`src/rtl/regfile_arb_pkg.sv`:
```
// Shared types and defaults for the register-file write-port arbiter.
//   REG_ADDR_W / REG_DATA_W : default register address / data widths
//   arb_state_e             : arbiter FSM state (IDLE, LOCKED)
//   reg_addr_t / reg_data_t : register address / data at default widths
package regfile_arb_pkg;

  localparam int unsigned REG_ADDR_W = 3;
  localparam int unsigned REG_DATA_W = 8;

  typedef enum logic {
    IDLE   = 1'b0,
    LOCKED = 1'b1
  } arb_state_e;

  typedef logic [REG_ADDR_W-1:0] reg_addr_t;
  typedef logic [REG_DATA_W-1:0] reg_data_t;

endpackage

```
`src/rtl/rr_arb_pick.sv`:
```
// Combinational round-robin picker.
//   req     : request vector
//   ptr     : index of the last winner; search starts at ptr+1 and wraps
//   grant_c : one-hot grant (zero when no request)
//   idx_c   : index of the granted request
//   any_c   : at least one request present
module rr_arb_pick #(
  parameter int unsigned N     = 4,
  parameter int unsigned IDX_W = $clog2(N)
) (
  input  logic [N-1:0]     req,
  input  logic [IDX_W-1:0] ptr,
  output logic [N-1:0]     grant_c,
  output logic [IDX_W-1:0] idx_c,
  output logic             any_c
);

  logic             hi_any;
  logic [IDX_W-1:0] hi_idx;
  logic [IDX_W-1:0] lo_idx;

  // Lowest request above ptr wins; otherwise wrap to the lowest request overall.
  always_comb begin
    hi_any = 1'b0;
    hi_idx = '0;
    any_c  = 1'b0;
    lo_idx = '0;
    for (int i = int'(N) - 1; i >= 0; i--) begin
      if (req[i]) begin
        any_c  = 1'b1;
        lo_idx = IDX_W'(i);
        if (IDX_W'(i) > ptr) begin
          hi_any = 1'b1;
          hi_idx = IDX_W'(i);
        end
      end
    end
    idx_c   = hi_any ? hi_idx : lo_idx;
    grant_c = any_c ? (N'(1) << idx_c) : '0;
  end

endmodule

```
`src/rtl/regfile_wr_arbiter.sv`:
```
// Round-robin arbiter sharing the register-file write port among NUM_REQ requesters,
// with optional burst lock (up to MAX_BURST consecutive beats per ownership).
//   clk_i, RES_ni       : clock (rising edge), async active-low reset
//   req_valid_i/lock_i  : per-requester write valid / keep-ownership request
//   req_dest_i/data_i   : per-requester destination / data, requester i at slice i
//   req_ready_o         : one-hot (or zero) combinational grant
//   WRT_EN/DEST/DATA_o  : registered regfile write, one cycle after acceptance
//   owner_o, locked_o   : current/last owner, high while in LOCKED
//   grant_cnt_o         : per-requester saturating beat counters (REGARB_STATS_EN only)
module regfile_wr_arbiter
  import regfile_arb_pkg::*;
#(
  parameter int unsigned NUM_REQ   = 4,
  parameter int unsigned ADDR_W    = regfile_arb_pkg::REG_ADDR_W,
  parameter int unsigned DATA_W    = regfile_arb_pkg::REG_DATA_W,
  parameter int unsigned MAX_BURST = 4,
  localparam int unsigned OWN_W    = $clog2(NUM_REQ)
) (
  input  logic                      clk_i,
  input  logic                      RES_ni,
  input  logic [NUM_REQ-1:0]        req_valid_i,
  input  logic [NUM_REQ-1:0]        req_lock_i,
  input  logic [NUM_REQ*ADDR_W-1:0] req_dest_i,
  input  logic [NUM_REQ*DATA_W-1:0] req_data_i,
  output logic [NUM_REQ-1:0]        req_ready_o,
  output logic                      WRT_EN_o,
  output logic [ADDR_W-1:0]         WRT_DEST_o,
  output logic [DATA_W-1:0]         WRT_DATA_o,
  output logic [OWN_W-1:0]          owner_o,
  output logic                      locked_o
`ifdef REGARB_STATS_EN
  ,
  output logic [NUM_REQ-1:0][15:0]  grant_cnt_o
`endif
);

  localparam int unsigned BURST_W = $clog2(MAX_BURST + 1);

  arb_state_e         state_q, state_d;
  logic [OWN_W-1:0]   owner_q, owner_d;   // also serves as the round-robin pointer
  logic [BURST_W-1:0] burst_q, burst_d;

  logic [NUM_REQ-1:0] pick_grant;
  logic [OWN_W-1:0]   pick_idx;
  logic               pick_any;

  logic [NUM_REQ-1:0] ready_c;
  logic               acc_c;
  logic [OWN_W-1:0]   acc_idx;
  logic [ADDR_W-1:0]  sel_dest;
  logic [DATA_W-1:0]  sel_data;

  rr_arb_pick #(
    .N     (NUM_REQ),
    .IDX_W (OWN_W)
  ) u_pick (
    .req     (req_valid_i),
    .ptr     (owner_q),
    .grant_c (pick_grant),
    .idx_c   (pick_idx),
    .any_c   (pick_any)
  );

  // State register
  always_ff @(posedge clk_i or negedge RES_ni) begin
    if (!RES_ni) begin
      state_q <= IDLE;
      owner_q <= OWN_W'(NUM_REQ - 1);
      burst_q <= '0;
    end else begin
      state_q <= state_d;
      owner_q <= owner_d;
      burst_q <= burst_d;
    end
  end

  // Next state, grant and accepted-beat selection
  always_comb begin
    state_d = state_q;
    owner_d = owner_q;
    burst_d = burst_q;
    ready_c = '0;
    acc_c   = 1'b0;
    acc_idx = owner_q;
    case (state_q)
      IDLE: begin
        ready_c = pick_grant;
        if (pick_any) begin
          acc_c   = 1'b1;
          acc_idx = pick_idx;
          owner_d = pick_idx;
          burst_d = BURST_W'(1);
          if (req_lock_i[pick_idx] && (MAX_BURST > 1)) state_d = LOCKED;
        end
      end
      LOCKED: begin
        // Owner dropping valid releases the port with no grant this cycle.
        if (req_valid_i[owner_q]) begin
          ready_c = NUM_REQ'(1) << owner_q;
          acc_c   = 1'b1;
          if (req_lock_i[owner_q] && (burst_q < BURST_W'(MAX_BURST - 1))) begin
            burst_d = BURST_W'(burst_q + BURST_W'(1));
          end else begin
            state_d = IDLE;
          end
        end else begin
          state_d = IDLE;
        end
      end
      default: state_d = IDLE;
    endcase
    // No handshake may complete while reset is held.
    if (!RES_ni) begin
      ready_c = '0;
      acc_c   = 1'b0;
    end
  end

  // Mux the accepted requester's payload
  always_comb begin
    sel_dest = '0;
    sel_data = '0;
    for (int i = 0; i < int'(NUM_REQ); i++) begin
      if (OWN_W'(i) == acc_idx) begin
        sel_dest = req_dest_i[i*ADDR_W +: ADDR_W];
        sel_data = req_data_i[i*DATA_W +: DATA_W];
      end
    end
  end

  // Write-port output register
  always_ff @(posedge clk_i or negedge RES_ni) begin
    if (!RES_ni) begin
      WRT_EN_o   <= 1'b0;
      WRT_DEST_o <= '0;
      WRT_DATA_o <= '0;
    end else begin
      WRT_EN_o <= acc_c;
      if (acc_c) begin
        WRT_DEST_o <= sel_dest;
        WRT_DATA_o <= sel_data;
      end
    end
  end

  assign req_ready_o = ready_c;
  assign owner_o     = owner_q;
  assign locked_o    = (state_q == LOCKED);

`ifdef REGARB_STATS_EN
  // Saturating accepted-beat counters
  always_ff @(posedge clk_i or negedge RES_ni) begin
    if (!RES_ni) begin
      grant_cnt_o <= '0;
    end else if (acc_c) begin
      for (int i = 0; i < int'(NUM_REQ); i++) begin
        if ((OWN_W'(i) == acc_idx) && (grant_cnt_o[i] != 16'hFFFF)) begin
          grant_cnt_o[i] <= grant_cnt_o[i] + 16'd1;
        end
      end
    end
  end
`endif

endmodule
```
`config.mk`:
```
export PLATFORM = sky130hd
export DESIGN_NAME = regfile_wr_arbiter
export DESIGN_NICKNAME = d
export VERILOG_FILES = /design/src/rtl/regfile_arb_pkg.sv /design/src/rtl/rr_arb_pick.sv /design/src/rtl/regfile_wr_arbiter.sv
export SDC_FILE = /design/constraint.sdc
export NUM_CORES = 1
export LEC_CHECK = 0
export ABC_AREA = 1
export ABC_CLOCK_PERIOD_IN_PS = 4800
export BUFFER_PORTS_ARGS = -buffer_cell sky130_fd_sc_hd__clkbuf_2
export CAP_MARGIN = 30
export CORE_MARGIN = 3
export CORE_UTILIZATION = 50
export DETAILED_ROUTE_END_ITERATION = 12
export PLACE_DENSITY = 0.86
export SLEW_MARGIN = 25
export SYNTH_ARGS = -nofsm -noshare
export SYNTH_HDL_FRONTEND = slang
export SYNTH_SLANG_ARGS = --single-unit
```
`constraint.sdc`:
```
create_clock -name clk_i -period 4.8 [get_ports clk_i]
set_clock_uncertainty 0.2 [all_clocks]
set_input_delay 0.24 -clock clk_i [delete_from_list [all_inputs] [get_ports clk_i]]
set_output_delay 0.24 -clock clk_i [all_outputs]
set_load 0.05 [all_outputs]
```
==> results of run 1 <==
## Yosys cell counts, types with 4 or more instances
| library cell | number |
|---|---|
| nand2_1 | 67 |
| inv_1 | 29 |
| nor2_1 | 23 |
| nand3_1 | 19 |
| dfrtp_1 | 16 |
| nand2_2 | 8 |
| o21ai_0 | 7 |
| o21ai_1 | 5 |
| a21oi_1 | 4 |
| nand2_4 | 4 |
| nand3b_1 | 4 |
## worst paths after layout
kind / end / slack [ns]
min in group asynchronous: WRT_DEST_o[0] / 0.20
min: WRT_DATA_o[0] / 0.01
max in group asynchronous: owner_o[1] / 3.83
max: req_ready_o[2] / 2.19
max reg2reg: WRT_DATA_o[7] / 2.55
min reg2reg: WRT_DATA_o[0] / 0.29
## worst register-to-register path, cell delays in order (launching register included)
cell,delay [ns]
dfstp_2,0.59
inv_1,0.08
nand2_1,0.07
inv_1,0.05
a22oi_1,0.17
nand3_2,0.15
a21oi_4,0.37
inv_1,0.28
nand2_1,0.11
o21ai_1,0.07
## logic make-up after synthesis
| kind of cell | count (synthesis) | share of synthesized area |
|---|---|---|
| AND/OR/NAND/NOR | 135 | 0.427 |
| adder cells (fa/ha/maj) | 1 | 0.00835 |
| AO/OA/AOI/OAI | 29 | 0.135 |
| buffers and inverters | 37 | 0.127 |
| flip-flops | 18 | 0.302 |
## repair_timing
action / CTS / global route
buffers inserted: 0 / 0
hold buffers: 1 / 0
endpoints found under the setup margin: 0 / 0
hold endpoints to repair: 16 / 0
## metal layers
| metal | track usage | part of all wire | routed length [um] |
|---|---|---|---|
| met3 | 0.0617 | 0.084 | 337 |
| met4 | 0.0681 | 0.013 | 53 |
| met1 | 0.292 | 0.43 | 1720 |
| met2 | 0.371 | 0.48 | 1910 |
| met5 | 0 | 0 | 0 |
## layout make-up
cell class | count | area share
Clock buffer | 4 | 0.0194
Multi-Input combinational cell | 165 | 0.456
Timing Repair Buffer | 73 | 0.198
Tap cell | 31 | 0.0207
Sequential cell | 18 | 0.242
Inverter | 31 | 0.0648
## registers in the layout (all words and copies together) (netlist names)
signal      count
WRT_EN_o        1
owner_o         2
WRT_DEST_o      3
locked_o        1
burst_q         3
WRT_DATA_o      8
## power groups by stage
stage	registers, uW	clock network, uW	logic (uW)
finish	281	99.3	978
global route	289	104	1080
CTS	281	103	974
detailed placement	283	0	971
global placement	281	0	957
floorplan	491	0	614
## per-stage QoR
step	setup WS, ns	hold WS (ns)	utilization	power (uW)	instance area (um2)
4_1_cts	2.20	0.00921	0.668	1360	1870
2_1_floorplan	2.12	-0.256	-	1100	1500
5_1_grt	2.05	0.0427	0.668	1470	1870
3_3_place_gp	2.59	0.0198	0.652	1240	1830
3_5_place_dp	2.56	0.0294	0.652	1250	1830
6_report	2.19	0.0137	0.668	1360	1870
==> summary.txt, run 1 <==
Critical path
  – Cells on worst reg2reg path: 9
  – CP top delay family: flip-flops
  – Startpoint Class: flop
  – CP max stage delay: 0.63 ns
  – Most common cell type on the critical path: nand2_2
  – Launch point of the worst path: owner_o[1]
  – Crit-path cells: nand2_2 > nand2_2 > nand2_2 > a21boi_0 > nand3_1 > a21oi_1 > clkbuf_2
  – Crit path buf inv count: 1
  – Worst path slowest cell: dfstp_2
  – Critical path arrival: 2.17 ns
  – Req. time, crit path: 4.36 ns
  – CP Capture Type: primary output
  – Worst r2r src: owner_o[0]
  – WP depth: 7
  – Worst-path fanout max: 8
  – Setup Crit Path Kind: reg -> out

Pwr
  – Register share of total power: 0.207
  – Sw Share: 0.606
  – Static Leak: 0.00108 uW
  – Worst IR Drop VDD: 0.337 mV
  – NetSw: 823 uW
  – Power Internal: 535 uW
  – Clock Power Share: 0.073
  – Comb pwr share: 0.720
  – Pwr per Cell Area: 725 nW/um2

Global routing
  – First-pass GRT wire length: 6290 um
  – Initial antenna violation count: 0
  – Vias in the first global route: 1479
  – Grt total ovfl: 0
  – Total GRT Usage: 0.226
  – Largest net degree at the start of global routing: 27

Yosys
  – Register area share after synthesis: 0.302
  – Main synth FF type: dfrtp_1
  – Net Count, Synth: 275
  – Ys Warns: 0
  – Cells after synthesis: 220
  – Cell taking the most area after synthesis: dfrtp_1
  – Mapped cell area: 1500 um2
  – Yosys reg bits: 18
  – Synth area leaders: dfrtp_1 27%, nand2_1 17%, inv_1 7.3%
  – Async SR Flop Fraction: 1.00
  – Synthesized area per cell: 6.81 um2
  – Synth cell types: 32
  – Number of flops mapped to enable cells by yosys: 0
  – Top cell type's share of synthesized area: 0.267

Cells and area
  – Non-Filler Instances: 322
  – Share of layout cells above drive strength 1: 0.357
  – Register area: 453 um2
  – Commonest non-fill, non-tap cell in the layout: clkbuf_2
  – Fillers: 252
  – Commonest non-fill, non-tap cells in the layout: 72 x clkbuf_2, 67 x nand2_1, 29 x inv_1
  – Area Growth Syn to Fin: 25.1%
  – Multi-input logic area: 855 um2
  – Ant diodes: 0
  – Final Net Count: 347

Detailed routing
  – Drt total wl: 4020 um
  – WL/cell: 12.5 um
  – Routed Antenna Nets: 0
  – Starting DRT DRC Count: 72
  – Pre-Repair DR Iteration Count: 5
  – Vias: 1657
  – DRC violations left: 0
  – Via-per-instance ratio: 5.15

Timing
  – Worst slew pin tran: 0.533 ns
  – Hold Fails Final Rpt: 0
  – Setup violations, final: 0
  – Unrepaired setup endpoints after global routing: false
  – Slew HR: 0.644
  – Max Fclk: 383 MHz
  – Max-slew violation count: 0
  – Setup TNS Final: 0 ns
  – Tcrit/Tclk final: 0.544
  – Min cycle time layout: 2.61 ns

Clock tree
  – Number of buffers created by CTS: 3
  – CTS tree: yes
  – CTS clk-pin slew, worst paths: 0.12 ns
  – Cts repair resizes: 0
  – Maximum buffer depth of the clock tree: 2
  – Root Buffer: clkbuf_4
  – Clk sink count: 18
  – Clock Latency Late Sink: 0.31 ns
  – H-Tree Depth: 1

Die
  – Chip Height: 60.7 um
  – Num rows: 19
  – Initial Util: 0.534
  – Die width: 60.7 um
  – Die footprint: 3690 um2
  – Core area: 2810 um2
  – I/O pins: 73

Placement
  – Placed Cells incl. Taps: 317
  – RePlAce Congestion: 0.968
  – Dpl hpwl: 3150 um
  – Number of I/O port buffers: 72

Run status
  – Status: finished clean

Min path
  – Tightest Hold Check Type: in -> reg
  – Hold Startpoint: req_data_i[8]
  – Hold Crit Depth: 5

Flow run
  – Max-Cap Viols: 0
(Power assumes the default switching activity.)
==> run 2, diff against run 1 <==
--- a/config.mk
+++ b/config.mk
@@ -6,13 +6,13 @@
 export NUM_CORES = 1
 export LEC_CHECK = 0
 export ABC_AREA = 1
-export ABC_CLOCK_PERIOD_IN_PS = 4800
+export ABC_CLOCK_PERIOD_IN_PS = 2300
 export BUFFER_PORTS_ARGS = -buffer_cell sky130_fd_sc_hd__clkbuf_2
 export CAP_MARGIN = 30
 export CORE_MARGIN = 3
-export CORE_UTILIZATION = 50
+export CORE_UTILIZATION = 42
 export DETAILED_ROUTE_END_ITERATION = 12
-export PLACE_DENSITY = 0.86
+export PLACE_DENSITY = 0.77
 export SLEW_MARGIN = 25
 export SYNTH_ARGS = -nofsm -noshare
 export SYNTH_HDL_FRONTEND = slang
==> constraint.sdc (replaced) <==
create_clock -name clk_i -period 2.3 [get_ports clk_i]
set_clock_uncertainty 0.2 [all_clocks]
set_input_delay 0.115 -clock clk_i [delete_from_list [all_inputs] [get_ports clk_i]]
set_output_delay 0.115 -clock clk_i [all_outputs]
set_load 0.05 [all_outputs]
==> run 2 against run 1 <==
  * The run now ends with negative setup slack left
  * Wire length up 35%
  * Sequential power rose by 110%
  * Combinational power grew 140%
  * Largest cell class unchanged
  * Largest power group unchanged
==> summary.txt, run 2 (synthesis gave the netlist of run 1 again) <==
Cells and area
  – Max FFs per register: 8 (unchanged)
  – Largest Register: WRT_DATA_o
  – Commonest non-fill, non-tap cell in the layout: clkbuf_2
  – Final cell utilization of the core: 0.723 (+0.0550)
  – Finished Cell Area: 2450 um2 (+31%)
  – Area Growth Syn to Fin: 63.7%
  – Commonest non-fill, non-tap cells in the layout: 68 x clkbuf_2, 67 x nand2_1, 44 x dlygate4sd3_1
  – Final Net Count: 397 (+14%)
  – Biggest regs: WRT_DATA_o x8, WRT_DEST_o x3, burst_q x3
  – Share of layout cells above drive strength 1: 0.346 (-0.0113)
  – Ant diodes: 0 (unchanged)

Flow run
  – Max-Cap Viols: 0 (unchanged)

Timing
  – Tcrit/Tclk final: 1.00
  – Worst slew pin tran: 0.580 ns (+0.0466 ns)
  – Min cycle time layout: 2.30 ns
  – Hold Fails Final Rpt: 0 (unchanged)
  – Max Fclk: 434 MHz
  – Post-route setup slack: -0.00166 ns (-2.19 ns)
  – Slew HR: 0.613 (-0.0311)
  – Unrepaired setup endpoints after global routing: true
  – Setup violations, final: 1 (+1)
  – Max-slew violation count: 0 (unchanged)

Critical path
  – Req. time, crit path: 1.99 ns (-2.37 ns)
  – CP Capture Type: primary output
  – Cells on worst reg2reg path: 8 (-1)
  – Flop-to-flop setup slack: 0.08 ns (-2.47 ns)
  – Worst-path fanout max: 5 (-3)
  – Worst path slowest cell: dfstp_2
  – Crit-path cells: inv_1 > nand2_1 > inv_1 > a22oi_2 > nand3_4 > inv_4 > nand2_1 > a21oi_2 > buf_8
  – Startpoint Class: flop
  – Critical path arrival: 1.99 ns (-0.18 ns)
  – Crit path buf inv count: 4 (+3)
  – WP depth: 9 (+2)
  – CP max stage delay: 0.62 ns (about the same)
  – CP top delay family: flip-flops
  – Setup Crit Path Kind: reg -> out

Die
  – I/O pins: 73 (unchanged)
  – Initial Util: 0.442 (-0.0920)
  – Die width: 65.7 um (+8.2%)
  – Core area: 3390 um2 (+21%)
  – Chip Height: 65.7 um (+8.2%)
  – Die footprint: 4320 um2 (+17%)
  – Num rows: 21 (+2)

Clock tree
  – Clock Latency Late Sink: 0.30 ns (about the same)
  – CTS tree: yes
  – CTS clk-pin slew, worst paths: 0.11 ns (about the same)
  – Root Buffer: clkbuf_4
  – H-Tree Depth: 1 (unchanged)
  – Clk sink count: 18 (unchanged)
  – Maximum buffer depth of the clock tree: 2 (unchanged)
  – Number of buffers created by CTS: 3 (unchanged)

Placement
  – RePlAce Congestion: 0.891 (-7.9%)
  – Dpl hpwl: 3150 um (+0.23%)
  – Placed inst area: 1870 um2 (+2.5%)
  – Number of I/O port buffers: 72 (unchanged)
  – Pre-CTS WS: 0.151 ns (-2.41 ns)

Detailed routing
  – Vias: 1944 (+17%)
  – WL/cell: 14.0 um (+12%)
  – Routed Antenna Nets: 0 (unchanged)
  – Starting DRT DRC Count: 98 (+36%)
  – Pre-Repair DR Iteration Count: 4 (-1)
  – Drt total wl: 5440 um (+35%)
  – Via-per-instance ratio: 5.02 (-2.4%)
  – DRC violations left: 0 (unchanged)

Global routing
  – Vias in the first global route: 1893 (+28%)
  – First-pass GRT wire length: 8140 um (+30%)
  – Grt total ovfl: 0 (unchanged)
  – Initial antenna violation count: 0 (unchanged)
  – Largest net degree at the start of global routing: 27 (unchanged)
  – Total GRT Usage: 0.246 (+0.0196)

Pwr
  – PnR Total Power: 3100 uW (+130%)
  – Pwr per Cell Area: 1270 nW/um2 (+75%)
  – Static Leak: 0.00131 uW (+21%)
  – Worst IR Drop VDD: 0.610 mV (+81%)

Min path
  – Hold Crit Depth: 4 (-1)
  – Tightest Hold Check Type: in -> reg

Run status
  – Status: finished with violations
  – Violated checks: negative setup slack
-- run 2: worst paths after layout --
check                                from        endpoint
max                            owner_o[0]  req_ready_o[0]
min                        req_data_i[22]   WRT_DATA_o[6]
max reg2reg                    owner_o[1]   WRT_DEST_o[1]
min reg2reg                 WRT_DATA_o[5]   WRT_DATA_o[5]
max in group asynchronous          RES_ni      owner_o[1]
min in group asynchronous          RES_ni      burst_q[2]
-- run 2: timing repair --
action	4_1_cts	5_1_grt
buffers inserted	1	4
pin swaps	2	7
endpoints found under the hold margin	30	0
hold buffers	44	0
endpoints found under the setup margin	4	4
gates resized for setup	7	15
-- run 2: report_power, final --
group	internal, uW	leakage (uW)	switching, uW	total [uW]
sequential	476	0.000218	124	600
clock	96.5	0.0000210	107	203
combinational	702	0.00107	1600	2300
-- run 2: cell type report --
type                       count  area [um2]
clock buffer                   4        36.3
fill                         236         938
inverter                      31         124
multi-input combinational    165         902
sequential                    18         453
tap                           46        57.6
timing repair buffer         123         878
-- run 2: per-layer routing --
metal	vias up	part of all wire	global-route usage	wire length, um
li1	939	-	-	-
met4	0	0.063	0.155	345
met3	43	0.068	0.0513	370
met2	112	0.50	0.438	2710
met1	850	0.37	0.259	2010
met5	-	0	0	0
-- run 2: through the flow --
step                      std cells  setup TNS (ns)  hold WS, ns
after floorplan                 220               0       -0.381
after global placement          334               0      -0.0956
after detailed placement        334               0      -0.0938
after CTS                       383         -0.0426      0.00395
after global routing            387          -0.270      0.00748
final                           387        -0.00166      0.00501
-- run 2: worst min-delay path, delay by kind of cell --
kind / cells / cell delay (ns)
simple gates: 2 / 0.23
buf+inv: 1 / 0.08
compound gates: 1 / 0.05
==> run 3, diff against run 2 <==
--- a/config.mk
+++ b/config.mk
@@ -13,6 +13,8 @@
 export CORE_UTILIZATION = 42
 export DETAILED_ROUTE_END_ITERATION = 12
 export PLACE_DENSITY = 0.77
+export RECOVER_POWER = 50
+export REMOVE_ABC_BUFFERS = 1
 export SLEW_MARGIN = 25
 export SYNTH_ARGS = -nofsm -noshare
 export SYNTH_HDL_FRONTEND = slang
==> run 3 against run 2 <==
  * The flow now finishes without violations
  * Wire length grew 5.3%
  * First-iteration DRC count is 52% higher
  * Largest cell class unchanged
  * Setup slack better by 0.064 ns
  * Largest power group unchanged
==> summary.txt, run 3 (synthesis gave the netlist of run 1 again) <==
Run status
  – Status: finished clean

Cells and area
  – Non-Filler Instances: 388 (+0.26%)
  – Commonest non-fill, non-tap cell in the layout: nand2_1
  – Final Net Count: 398 (+0.25%)
  – Biggest regs: WRT_DATA_o x8, WRT_DEST_o x3, burst_q x3
  – Largest Register: WRT_DATA_o
  – Area Growth Syn to Fin: 63.2%
  – Max FFs per register: 8 (unchanged)
  – Ant diodes: 0 (unchanged)
  – Commonest non-fill, non-tap cells in the layout: 67 x nand2_1, 61 x clkbuf_2, 41 x dlygate4sd3_1
  – Finished Cell Area: 2440 um2 (-0.26%)
  – Share of layout cells above drive strength 1: 0.339 (-0.00686)

Placement
  – Pre-CTS WS: 0.137 ns (-0.0149 ns)
  – Dpl hpwl: 3180 um (+0.92%)
  – Placed Cells incl. Taps: 336 (+0.60%)
  – Number of I/O port buffers: 72 (unchanged)
  – Placed inst area: 1880 um2 (+0.20%)
  – RePlAce Congestion: 0.989 (+11%)

Pwr
  – Sw Share: 0.587 (-0.00169)
  – PnR Total Power: 3170 uW (+2.3%)
  – Clock Power Share: 0.059 (-0.007)
  – Comb pwr share: 0.753 (+0.012)
  – NetSw: 1860 uW (+2.0%)
  – Power Internal: 1310 uW (+2.7%)
  – Pwr per Cell Area: 1300 nW/um2 (+2.6%)
  – Register share of total power: 0.187 (-0.007)
  – Worst IR Drop VDD: 0.742 mV (+22%)
  – Static Leak: 0.00130 uW (-0.80%)

Clock tree
  – Maximum buffer depth of the clock tree: 2 (unchanged)
  – Root Buffer: clkbuf_4
  – Number of buffers created by CTS: 3 (unchanged)
  – Clock Latency Late Sink: 0.29 ns (about the same)
  – CTS tree: yes
  – H-Tree Depth: 1 (unchanged)
  – Clk sink count: 18 (unchanged)
  – CTS clk-pin slew, worst paths: 0.10 ns (about the same)

Detailed routing
  – Drt total wl: 5720 um (+5.3%)
  – Routed Antenna Nets: 0 (unchanged)
  – Top Metal Used: met4
  – Pre-Repair DR Iteration Count: 5 (+1)
  – Routed wl met2: 2840 um (+5.1%)
  – Met3 wire length: 554 um (+50%)
  – DRC violations left: 0 (unchanged)
  – Via-per-instance ratio: 5.20 (+3.5%)
  – Vias: 2018 (+3.8%)
  – Starting DRT DRC Count: 149 (+52%)
  – WL/cell: 14.8 um (+5.0%)
  – WL met1: 2150 um (+6.7%)

Timing
  – Worst slew pin tran: 0.633 ns (+0.0533 ns)
  – Tcrit/Tclk final: 0.973 (-0.0280)
  – Slew HR: 0.578 (-0.0356)
  – Unrepaired setup endpoints after global routing: true
  – Hold slack: 0.0166 ns (+0.0116 ns)
  – Max-slew violation count: 0 (unchanged)
  – Max Fclk: 447 MHz (+2.9%)
  – Hold Fails Final Rpt: 0 (unchanged)
  – Post-route setup slack: 0.0627 ns (+0.0643 ns)
  – Setup violations, final: 0 (-1)
  – Min cycle time layout: 2.24 ns (-0.0643 ns)

Global routing
  – Largest net degree at the start of global routing: 20 (-26%)
  – Grt total ovfl: 0 (unchanged)
  – Initial antenna violation count: 0 (unchanged)
  – Total GRT Usage: 0.271 (+0.0251)
  – First-pass GRT wire length: 9030 um (+11%)
  – Vias in the first global route: 2006 (+6.0%)

Critical path
  – Crit path buf inv count: 1 (-3)
  – Worst flop-to-flop path endpoint: WRT_DATA_o[4]
  – Critical path arrival: 1.92 ns (-0.07 ns)
  – Launch point of the worst path: owner_o[1]
  – Worst r2r src: owner_o[1]
  – CP max stage delay: 0.63 ns (about the same)
  – Setup Crit Path Kind: reg -> out
  – Crit-path cells: nor2_2 > nand2_2 > a21boi_2 > nand3_1 > a21oi_2 > buf_4
  – Flop-to-flop setup slack: 0.07 ns (about the same)
  – Cells on worst reg2reg path: 10 (+2)
  – Req. time, crit path: 1.99 ns (about the same)
  – Worst path slowest cell: dfstp_2
  – Startpoint Class: flop
  – Worst-path fanout max: 7 (+2)
  – CP Capture Type: primary output
  – WP depth: 6 (-3)
  – CP top delay family: flip-flops

Min path
  – Tightest Hold Check Type: in -> reg
  – Hold Startpoint: req_data_i[22]
  – Hold Crit Depth: 4 (unchanged)
  – Hold endpoint: WRT_DATA_o[6]

Flow run
  – Max-Cap Viols: 0 (unchanged)

Die
  – I/O pins: 73 (unchanged)
  – Chip Height: 65.7 um (unchanged)
  – Die width: 65.7 um (unchanged)
  – Die footprint: 4320 um2 (unchanged)
  – Num rows: 21 (unchanged)
  – Initial Util: 0.442 (unchanged)
  – Core area: 3390 um2 (unchanged)
## run 3: cell types whose count changed in the layout (fill, tap and decap cells not counted), sizes merged
cell,delta
buf,+4
dlygate4sd3,-3
## run 3: area by class of cell
class / instances / area, um2
clock buffers: 4 / 36.3
fillers: 237 / 945
inverters: 31 / 121
multi-input cells: 165 / 903
flip-flops and latches: 18 / 453
well taps: 46 / 57.6
repair buffers: 124 / 873
## run 3: worst reg2reg max path, delay by kind of cell, from the launching register on
kind,cells,cell delay [ns]
simple gates,7,0.68
flops,1,0.63
compound gates,2,0.47
buf+inv,1,0.14
## run 3: metrics by stage
stage	setup TNS, ns	utilization
after floorplan	-0.705	-
after global placement	0	0.554
after detailed placement	0	0.554
after CTS	0	0.693
after global routing	-0.122	0.721
final	0	0.721
## run 3: repair_timing
action | CTS | global route
hold buffers | 41 | 0
pin swaps | 0 | 6
setup buffers | 1 | 6
hold endpoints to repair | 29 | 0
gates resized for setup | 6 | 20
endpoints found under the setup margin | 4 | 6
## run 3: routing by layer
layer  track usage  up-vias
li1              -      941
met1         0.319      921
met2         0.461      131
met3        0.0667       25
met4         0.122        0
met5             0        -
## run 3: worst max-delay path by stage
stage | to | slack, ns
after floorplan | req_ready_o[2] | -0.25
after global placement | req_ready_o[2] | 0.21
after detailed placement | req_ready_o[2] | 0.14
after CTS | req_ready_o[2] | 0.006
after global routing | req_ready_o[2] | -0.03
final | req_ready_o[2] | 0.06
## run 3: power by group through the flow
| stage | combinational (uW) | clock (uW) | sequential (uW) |
|---|---|---|---|
| after floorplan | 1130 | 0 | 1020 |
| after global placement | 2070 | 0 | 591 |
| after detailed placement | 2080 | 0 | 597 |
| after CTS | 2170 | 189 | 589 |
| after global routing | 2570 | 213 | 613 |
| final | 2390 | 189 | 595 |
